[src/rtl/slot_codec_pkg.sv]
// Shared definitions for the 4-slot rotating inverting codec (encoder and decoder).
package slot_codec_pkg;
  localparam int SLOT_DEPTH = 4;
  localparam int SLOT_WIDTH = 8;

  typedef struct packed {
    logic                  sof;
    logic [SLOT_WIDTH-1:0] data;
  } slot_entry_t;
endpackage

[src/rtl/slot_ring_buffer.sv]
// DEPTH-entry ring of {sof, data} words with push/pop/flush; flush wins over pop
// and a same-cycle push lands at entry 0 of the emptied ring.
module slot_ring_buffer #(
  parameter int WIDTH = 8,
  parameter int DEPTH = 4,
  parameter int PTR_W = $clog2(DEPTH)
) (
  input  logic           clk,
  input  logic           clear,
  input  logic           push,
  input  logic           pop,
  input  logic           flush,
  input  logic [WIDTH:0] wdata,
  output logic [WIDTH:0] rdata,
  output logic [PTR_W:0] count
);
  logic [DEPTH-1:0][WIDTH:0] mem_q, mem_d;
  logic [PTR_W-1:0]          rd_q, rd_d, wr_q, wr_d, wbase;
  logic [PTR_W:0]            cnt_q, cnt_d;

  always_comb begin
    mem_d = mem_q;
    rd_d  = rd_q;
    wr_d  = wr_q;
    cnt_d = cnt_q;
    if (flush) begin
      rd_d  = '0;
      wr_d  = '0;
      cnt_d = '0;
    end else if (pop) begin
      rd_d  = rd_q + 1'b1;
      cnt_d = cnt_q - 1'b1;
    end
    wbase = flush ? '0 : wr_q;
    if (push) begin
      mem_d[wbase] = wdata;
      wr_d         = wbase + 1'b1;
      cnt_d        = cnt_d + 1'b1;
    end
  end

  always_ff @(posedge clk or posedge clear) begin
    if (clear) begin
      mem_q <= '0;
      rd_q  <= '0;
      wr_q  <= '0;
      cnt_q <= '0;
    end else begin
      mem_q <= mem_d;
      rd_q  <= rd_d;
      wr_q  <= wr_d;
      cnt_q <= cnt_d;
    end
  end

  assign rdata = mem_q[rd_q];
  assign count = cnt_q;
endmodule

[src/rtl/slot_buffer_decoder.sv]
// Receive side of the rotating inverting buffer: re-inverts beats, tracks frame
// alignment against the slot-0 sync marker and buffers recovered bytes in a ring.
module slot_buffer_decoder
  import slot_codec_pkg::*;
#(
  parameter int WIDTH = SLOT_WIDTH,
  parameter int DEPTH = SLOT_DEPTH
) (
  input  logic             clk,
  input  logic             clear,
  input  logic [WIDTH-1:0] in_data,
  input  logic             in_valid,
  input  logic             in_sync,
  output logic             in_ready,
  output logic [WIDTH-1:0] out_data,
  output logic             out_sof,
  output logic             out_valid,
  input  logic             out_ready,
  output logic             locked,
  output logic             sync_err
);
  localparam int PTR_W = $clog2(DEPTH);
  localparam logic [PTR_W:0] FULL_CNT = DEPTH;

  logic [PTR_W-1:0] slot_q, slot_d;
  logic             locked_q, locked_d;
  logic             sync_err_q, sync_err_d;
  logic             push, pop, flush, accept;
  logic [PTR_W:0]   count;
  logic [WIDTH:0]   rdata;

  assign in_ready  = (count != FULL_CNT);
  assign out_valid = (count != '0);
  assign accept    = in_valid && in_ready;
  assign pop       = out_valid && out_ready;

  always_comb begin
    push       = 1'b0;
    flush      = 1'b0;
    sync_err_d = 1'b0;
    locked_d   = locked_q;
    slot_d     = slot_q;
    if (accept) begin
      if (!locked_q) begin
        // Hunting: only a sync beat starts a frame; everything else vanishes quietly.
        if (in_sync) begin
          push     = 1'b1;
          locked_d = 1'b1;
          slot_d   = PTR_W'(1);
        end
      end else if ((slot_q == '0) == in_sync) begin
        push   = 1'b1;
        slot_d = slot_q + 1'b1;
      end else if (!in_sync) begin
        locked_d   = 1'b0;
        sync_err_d = 1'b1;
      end else begin
        // Early sync: realign on this beat, discarding the partial frame.
        flush      = 1'b1;
        push       = 1'b1;
        slot_d     = PTR_W'(1);
        sync_err_d = 1'b1;
      end
    end
  end

  always_ff @(posedge clk or posedge clear) begin
    if (clear) begin
      slot_q     <= '0;
      locked_q   <= 1'b0;
      sync_err_q <= 1'b0;
    end else begin
      slot_q     <= slot_d;
      locked_q   <= locked_d;
      sync_err_q <= sync_err_d;
    end
  end

  slot_ring_buffer #(.WIDTH(WIDTH), .DEPTH(DEPTH), .PTR_W(PTR_W)) u_ring (
    .clk   (clk),
    .clear (clear),
    .push  (push),
    .pop   (pop),
    .flush (flush),
    .wdata ({in_sync, ~in_data}),
    .rdata (rdata),
    .count (count)
  );

  assign out_sof  = rdata[WIDTH];
  assign out_data = rdata[WIDTH-1:0];
  assign locked   = locked_q;
  assign sync_err = sync_err_q;
endmodule
[config.mk]
export PLATFORM = sky130hd
export DESIGN_NAME = slot_buffer_decoder
export DESIGN_NICKNAME = d
export VERILOG_FILES = /design/src/rtl/slot_codec_pkg.sv /design/src/rtl/slot_ring_buffer.sv /design/src/rtl/slot_buffer_decoder.sv
export SDC_FILE = /design/constraint.sdc
export NUM_CORES = 1
export LEC_CHECK = 0
export ABC_AREA = 1
export BUFFER_PORTS_ARGS = -buffer_cell sky130_fd_sc_hd__clkbuf_2
export CORE_MARGIN = 1
export CORE_UTILIZATION = 58
export DETAILED_ROUTE_END_ITERATION = 6
export HOLD_SLACK_MARGIN = 0.15
export PLACE_DENSITY = 0.81
export SLEW_MARGIN = 20
export SYNTH_ARGS = -nofsm -noshare
export SYNTH_HDL_FRONTEND = slang
export SYNTH_SLANG_ARGS = --single-unit
[constraint.sdc]
create_clock -name clk -period 2.21 [get_ports clk]
set_input_delay 0 -clock clk [delete_from_list [all_inputs] [get_ports clk]]
set_output_delay 0 -clock clk [all_outputs]
set_load 0.005 [all_outputs]
# Word-level counts from Yosys, hierarchy flattened
# Cells that the tools add are included.
# W data, S select, Z words.
# totals
output_inout_bits	13
inputBits	13
register_bits	47
# classes
muxes	25
n_eq_ne	2
magnitude_cmp	3
n_bitwise	1
n_addsub	5
reduce_logical	6
# op_table
operator	count
$bwmux W36	1
$bmux W9 S2	1
$demux W9 S2	1
$mux W9	2
$mux W2	7
$mux W1	10
$mux W3	3
$not A8 Y8	1
$add A2 B1 Y2 const B	3
$lt A2 B3 Y1 const B	2
$add A3 B1 Y3 const B	1
$logic_and A1 B1 Y1	3
$ne A3 B3 Y1 const B	1
$reduce_bool A3 Y1	1
$sub A3 B1 Y3 const B	1
$ge A2 B1 Y1 const B	1
$logic_not A2 Y1	1
$reduce_bool A2 Y1	1
$eq A1 B1 Y1	1

# Longest topological paths before layout
# depth
depth_word	11
ltp_mapped	12
ltp_nobuf	12

# Modules after synthesis
# Synthesis repeated with hierarchy kept, for this count alone.
# hier_totals
hier_cells	297
hier_area_um2	2607.5
# by_module_without_submodules
module	cells_each	instances	area_per_inst_um2	seq_area_each_um2
slot_ring_buffer	250	1	2268.4	1076.0
slot_buffer_decoder	47	1	339.1	100.1

# Worst setup path before layout
# No wires, ideal clock.
# synth_path
kind	reg-to-reg
from	reg slot_q[0]
to	reg u_ring.cnt_q[1] (netlist: u_ring.count[1])
synth_period_minus_slack_ns	1.615
path_slack_ns	0.595
required_ns	2.092
path_stages_with_launch	13
arrival_ns	1.497
n_path_buf	0
path_cell_list	dfrtp_1 -> inv_1 -> ha_1 -> inv_1 -> ha_1 -> nand2_2 -> inv_2 -> nand3_4 -> nand3_1 -> inv_1 -> ha_1 -> nand2_1 -> nand2_1
# synth_via
elab_chain_cells	8
word_cells_on_any_way	11
classes_between	add/sub: 1; eq/ne: 1; mux: 8; reduce/logical: 1
# synth_lines
element	line	source
from (decl)	slot_buffer_decoder.sv:25	logic [PTR_W-1:0] slot_q, slot_d;
from (signal assigned)	slot_buffer_decoder.sv:73	slot_q <= slot_d;
$logic_not A2 Y1 (*)	slot_buffer_decoder.sv:51	end else if ((slot_q == '0) == in_sync) begin
$eq A1 B1 Y1 (*)	slot_buffer_decoder.sv:51	
$mux W1	slot_buffer_decoder.sv:51	
$mux W1	slot_buffer_decoder.sv:44	if (!locked_q) begin
$mux W1	slot_buffer_decoder.sv:43	if (accept) begin
$mux W3	slot_ring_buffer.sv:26	if (flush) begin
$add A3 B1 Y3	slot_ring_buffer.sv:38	cnt_d = cnt_d + 1'b1;
$mux W3 (*)	slot_ring_buffer.sv:35	if (push) begin
via u_ring.cnt_d[1]	slot_ring_buffer.sv:19	logic [PTR_W:0] cnt_q, cnt_d;
to (signal assigned)	slot_ring_buffer.sv:52	cnt_q <= cnt_d;
to (decl)	slot_ring_buffer.sv:19	
# The timed path passes the listed nets; every way through them passes the cells marked *.
# A chain may end at the register's enable or synchronous reset.

# Worst setup path in the final report
# layout_path
from	reg slot_q[0]
to	reg u_ring.mem_q[21] (netlist name)
# layout_via
elab_chain_cells	11
word_cells_on_any_way	15
classes_between	order compare: 2; eq/ne: 1; mux: 10; reduce/logical: 2
# layout_lines
element	line	source
$logic_not A2 Y1 (*)	slot_buffer_decoder.sv:51	
$eq A1 B1 Y1 (*)	slot_buffer_decoder.sv:51	
$mux W1	slot_buffer_decoder.sv:51	
$mux W1	slot_buffer_decoder.sv:44	
$mux W1	slot_buffer_decoder.sv:43	
$mux W2	slot_ring_buffer.sv:34	wbase = flush ? '0 : wr_q;
$lt A2 B3 Y1 (not written as such) / $ge A2 B1 Y1 (equally long branches)	slot_ring_buffer.sv:36	mem_d[wbase] = wdata;
$logic_and A1 B1 Y1 (not written as such)	slot_ring_buffer.sv:36	
$mux W9 (not written as such)	slot_ring_buffer.sv:36	
$demux W9 S2	--	
$bwmux W36	slot_ring_buffer.sv:36	
to (signal assigned)	slot_ring_buffer.sv:49	mem_q <= mem_d;
to (decl)	slot_ring_buffer.sv:17	logic [DEPTH-1:0][WIDTH:0] mem_q, mem_d;
# Every way passes the cells marked *; elsewhere a longest branch is shown, timed or not.

==> flow_metrics.env <==
export IMPL_synth_ff_type="dfrtp_1"
export IMPL_coreArea_um2=4060
export IMPL_cts_made_buffers=5
export IMPL_multi_input_area_um2=1130
export IMPL_syn_area_um2=2470
export IMPL_grt_pass1_wl_mm=10.0
export IMPL_p_leak_nw=1.56
export IMPL_grt_max_degree=24
export IMPL_ys_ff_latch=47
export IMPL_grt_pass1_vias=2058
export IMPL_final_max_slew_viol_count=0
export IMPL_pre_cts_ws_ns=0.377
export IMPL_fin_crit_ns=1.86
export IMPL_min_period_over_period_pct=84.1
export IMPL_ant_nets=0
export IMPL_hold_violations=0
export IMPL_pin_count=26
export IMPL_hp_class="input pin to asynchronous set/reset pin"
export IMPL_diodes=0
export IMPL_setup_violations=0
export IMPL_die_w_um=67.3
export IMPL_worst_slack_ns=0.352
export IMPL_clk_latency_ns=0.32
export IMPL_instances_no_fill=395
export IMPL_regArea_um2=1180
export IMPL_place_congestion=0.863
export IMPL_via_per_inst=5.76
export IMPL_ys_warn_count=0
export IMPL_clk_pin_slew_ns=0.10
export IMPL_cts_root_buf="clkbuf_8"
export IMPL_numClockSinks=47
export IMPL_syn_to_final_growth_pct=16.4
export IMPL_critPathKind="register to register"
export IMPL_nFillCells=312
export IMPL_yosysTopAreaCellShare_pct=47.6
export IMPL_wl_mm=5.94
export IMPL_floorplan_initialDensity_pct=60.9
export IMPL_synth_edf_count=0
export IMPL_synth_async_reset_ratio_pct=100
export IMPL_placed_cells_incl_taps=375
export IMPL_rows=23
export IMPL_synth_seq_area_share_pct=47.6
export IMPL_critPathMaxFanout=12
export IMPL_die_area_um2=4520
export IMPL_fin_setup_tns_ns=0
export IMPL_netlist_instances=305
export IMPL_nets=363
export IMPL_clock_path_buffers=2
export IMPL_yosysTopAreaCell="dfrtp_1"
export IMPL_startpoint_type="register"
export IMPL_overflow=0
export IMPL_worst_r2r_cell_count=11
export IMPL_synth_area_leaders="dfrtp_1 (48%), nand2_1 (14%), nand3_1 (6.1%)"
export IMPL_antenna_found_initial=0
export IMPL_drive_gt1_share_pct=17.1
export IMPL_synth_nets=324
export IMPL_rsz0062_at_grt="false"
export IMPL_r2r_end="u_ring.mem_q[21]$_DFFE_PP0P_"
export IMPL_reg2reg_from="slot_q[0]$_DFFE_PP0P_"
export IMPL_track_usage_pct=30.6
export IMPL_outcome="complete, no violations"
export IMPL_ir_drop_mv=0.850
export IMPL_io_buffers=25
export IMPL_power_density_nw_per_um2=1460
export IMPL_worstMarginPinSlew_ns=0.591
export IMPL_slew_headroom_pct=60.6
export IMPL_cap_viol_max_count=0
export IMPL_hpwl_mm=4.09
export IMPL_cp_required_ns=2.41
export IMPL_drc=0
export IMPL_cts_tree="built"
export IMPL_h_tree_depth=2
export IMPL_final_util_pct=70.9
export IMPL_drtPass1Iterations=7
export IMPL_synth_cell_types=27
export IMPL_crit_path_end_kind="register"
export IMPL_num_vias=2277
export IMPL_clock_fmax_mhz=538
export IMPL_hold_ws_ns=0.236
export IMPL_drt_initial_drc_count=228
export IMPL_final_common_cell="nand2_1"
export IMPL_die_height_um=67.3
export IMPL_layout_common_cells="nand2_1 (94), dfrtp_1 (47), nand3_1 (30), o21ai_0 (25), clkbuf_2 (25)"
export IMPL_finClkSkew_ns=0.0137
export IMPL_syn_area_per_cell_um2=8.10
export IMPL_wire_per_inst_um=15.0
export IMPL_rrSetupSlack_ns=0.35
export IMPL_critPathArrivalTime_ns=2.06
worst max-delay path, stage by stage, from the launching register on:
cell and delay [ns]:
dfrtp_1 0.35, inv_1 0.05, ha_1 0.21, inv_1 0.06
ha_1 0.14, nand2_2 0.07, inv_2 0.08, nand3_4 0.11
nand2_2 0.25, nand3_2 0.26, nand2_1 0.13, nand2_1 0.06
per-stage QoR:
stage | power, W | instance area, um^2
after floorplan | 0.00292 | 2470
after global placement | 0.00344 | 2640
after detailed placement | 0.00350 | 2640
after CTS | 0.00418 | 2880
after global routing | 0.00454 | 2880
final | 0.00420 | 2880
routing by layer:
layer	global-route usage (%)	up-vias	wire [um]
met5	0	-	0
met1	44.9	1089	2720
met3	6.76	11	447
li1	-	1069	-
met4	9.31	0	102
met2	44.9	108	2670
flip-flops by register name (all words and copies together) (netlist names):
register      count
u_ring.rd_q       2
slot_q            2
u_ring.count      3
u_ring.wr_q       2
sync_err          1
locked            1
u_ring.mem_q     36
what timing repair did:
item | CTS | global route
hold endpoints to repair | 87 | 0
hold buffers | 12 | 0
buffers inserted | 0 | 0
gates resized for setup | 0 | 0
final cells by class:
class	instances	area share (%)
clock buffers	5	2.39
clock inverters	3	1.65
inverters	28	3.66
multi-input cells	220	39.4
flip-flops and latches	47	40.9
well taps	50	2.18
repair buffers	42	9.83
synthesized netlist by cell type (3+ instances only):
cell / number
nor2_1: 23
inv_1: 25
nand3_1: 30
nand2_2: 4
inv_2: 3
buf_2: 3
o22ai_1: 9
nor2_2: 3
nand2_4: 4
ha_1: 6
dfrtp_1: 47
clkbuf_1: 3
nand4_1: 10
o21ai_0: 25
nand2_1: 94
cell families after synthesis:
kind of cell    Yosys count  share of synthesized area (%)
simple gates            175                           33.6
flops                    47                           47.6
buf+inv                  38                           6.53
compound gates           37                           8.51
fa+ha+maj                 6                           3.04
xor+xnor                  2                          0.709
report_power, final:
part           switching [W]  leakage [nW]  internal (W)
clock               0.000313        0.0587      0.000343
sequential          0.000280         0.588       0.00125
combinational        0.00129         0.910      0.000713
total                0.00188          1.56       0.00231
how the worst max path moves through the flow:
| stage | from | endpoint | slack (ns) | cells past startpoint |
|---|---|---|---|---|
| global placement | slot_q[0]$_DFFE_PP0P_ | u_ring.mem_q[9]$_DFFE_PP0P_ | 0.38 | 12 |
| finish | slot_q[0]$_DFFE_PP0P_ | u_ring.mem_q[21]$_DFFE_PP0P_ | 0.35 | 11 |
| CTS | slot_q[0]$_DFFE_PP0P_ | u_ring.mem_q[17]$_DFFE_PP0P_ | 0.36 | 12 |
| floorplan | slot_q[0]$_DFFE_PP0P_ | u_ring.count[1]$_DFF_PP0_ | 0.59 | 12 |
| detailed placement | slot_q[0]$_DFFE_PP0P_ | u_ring.mem_q[9]$_DFFE_PP0P_ | 0.38 | 12 |
| global route | u_ring.count[0]$_DFF_PP0_ | u_ring.count[2]$_DFF_PP0_ | 0.20 | 10 |
Power figures use the tool's default switching activity.
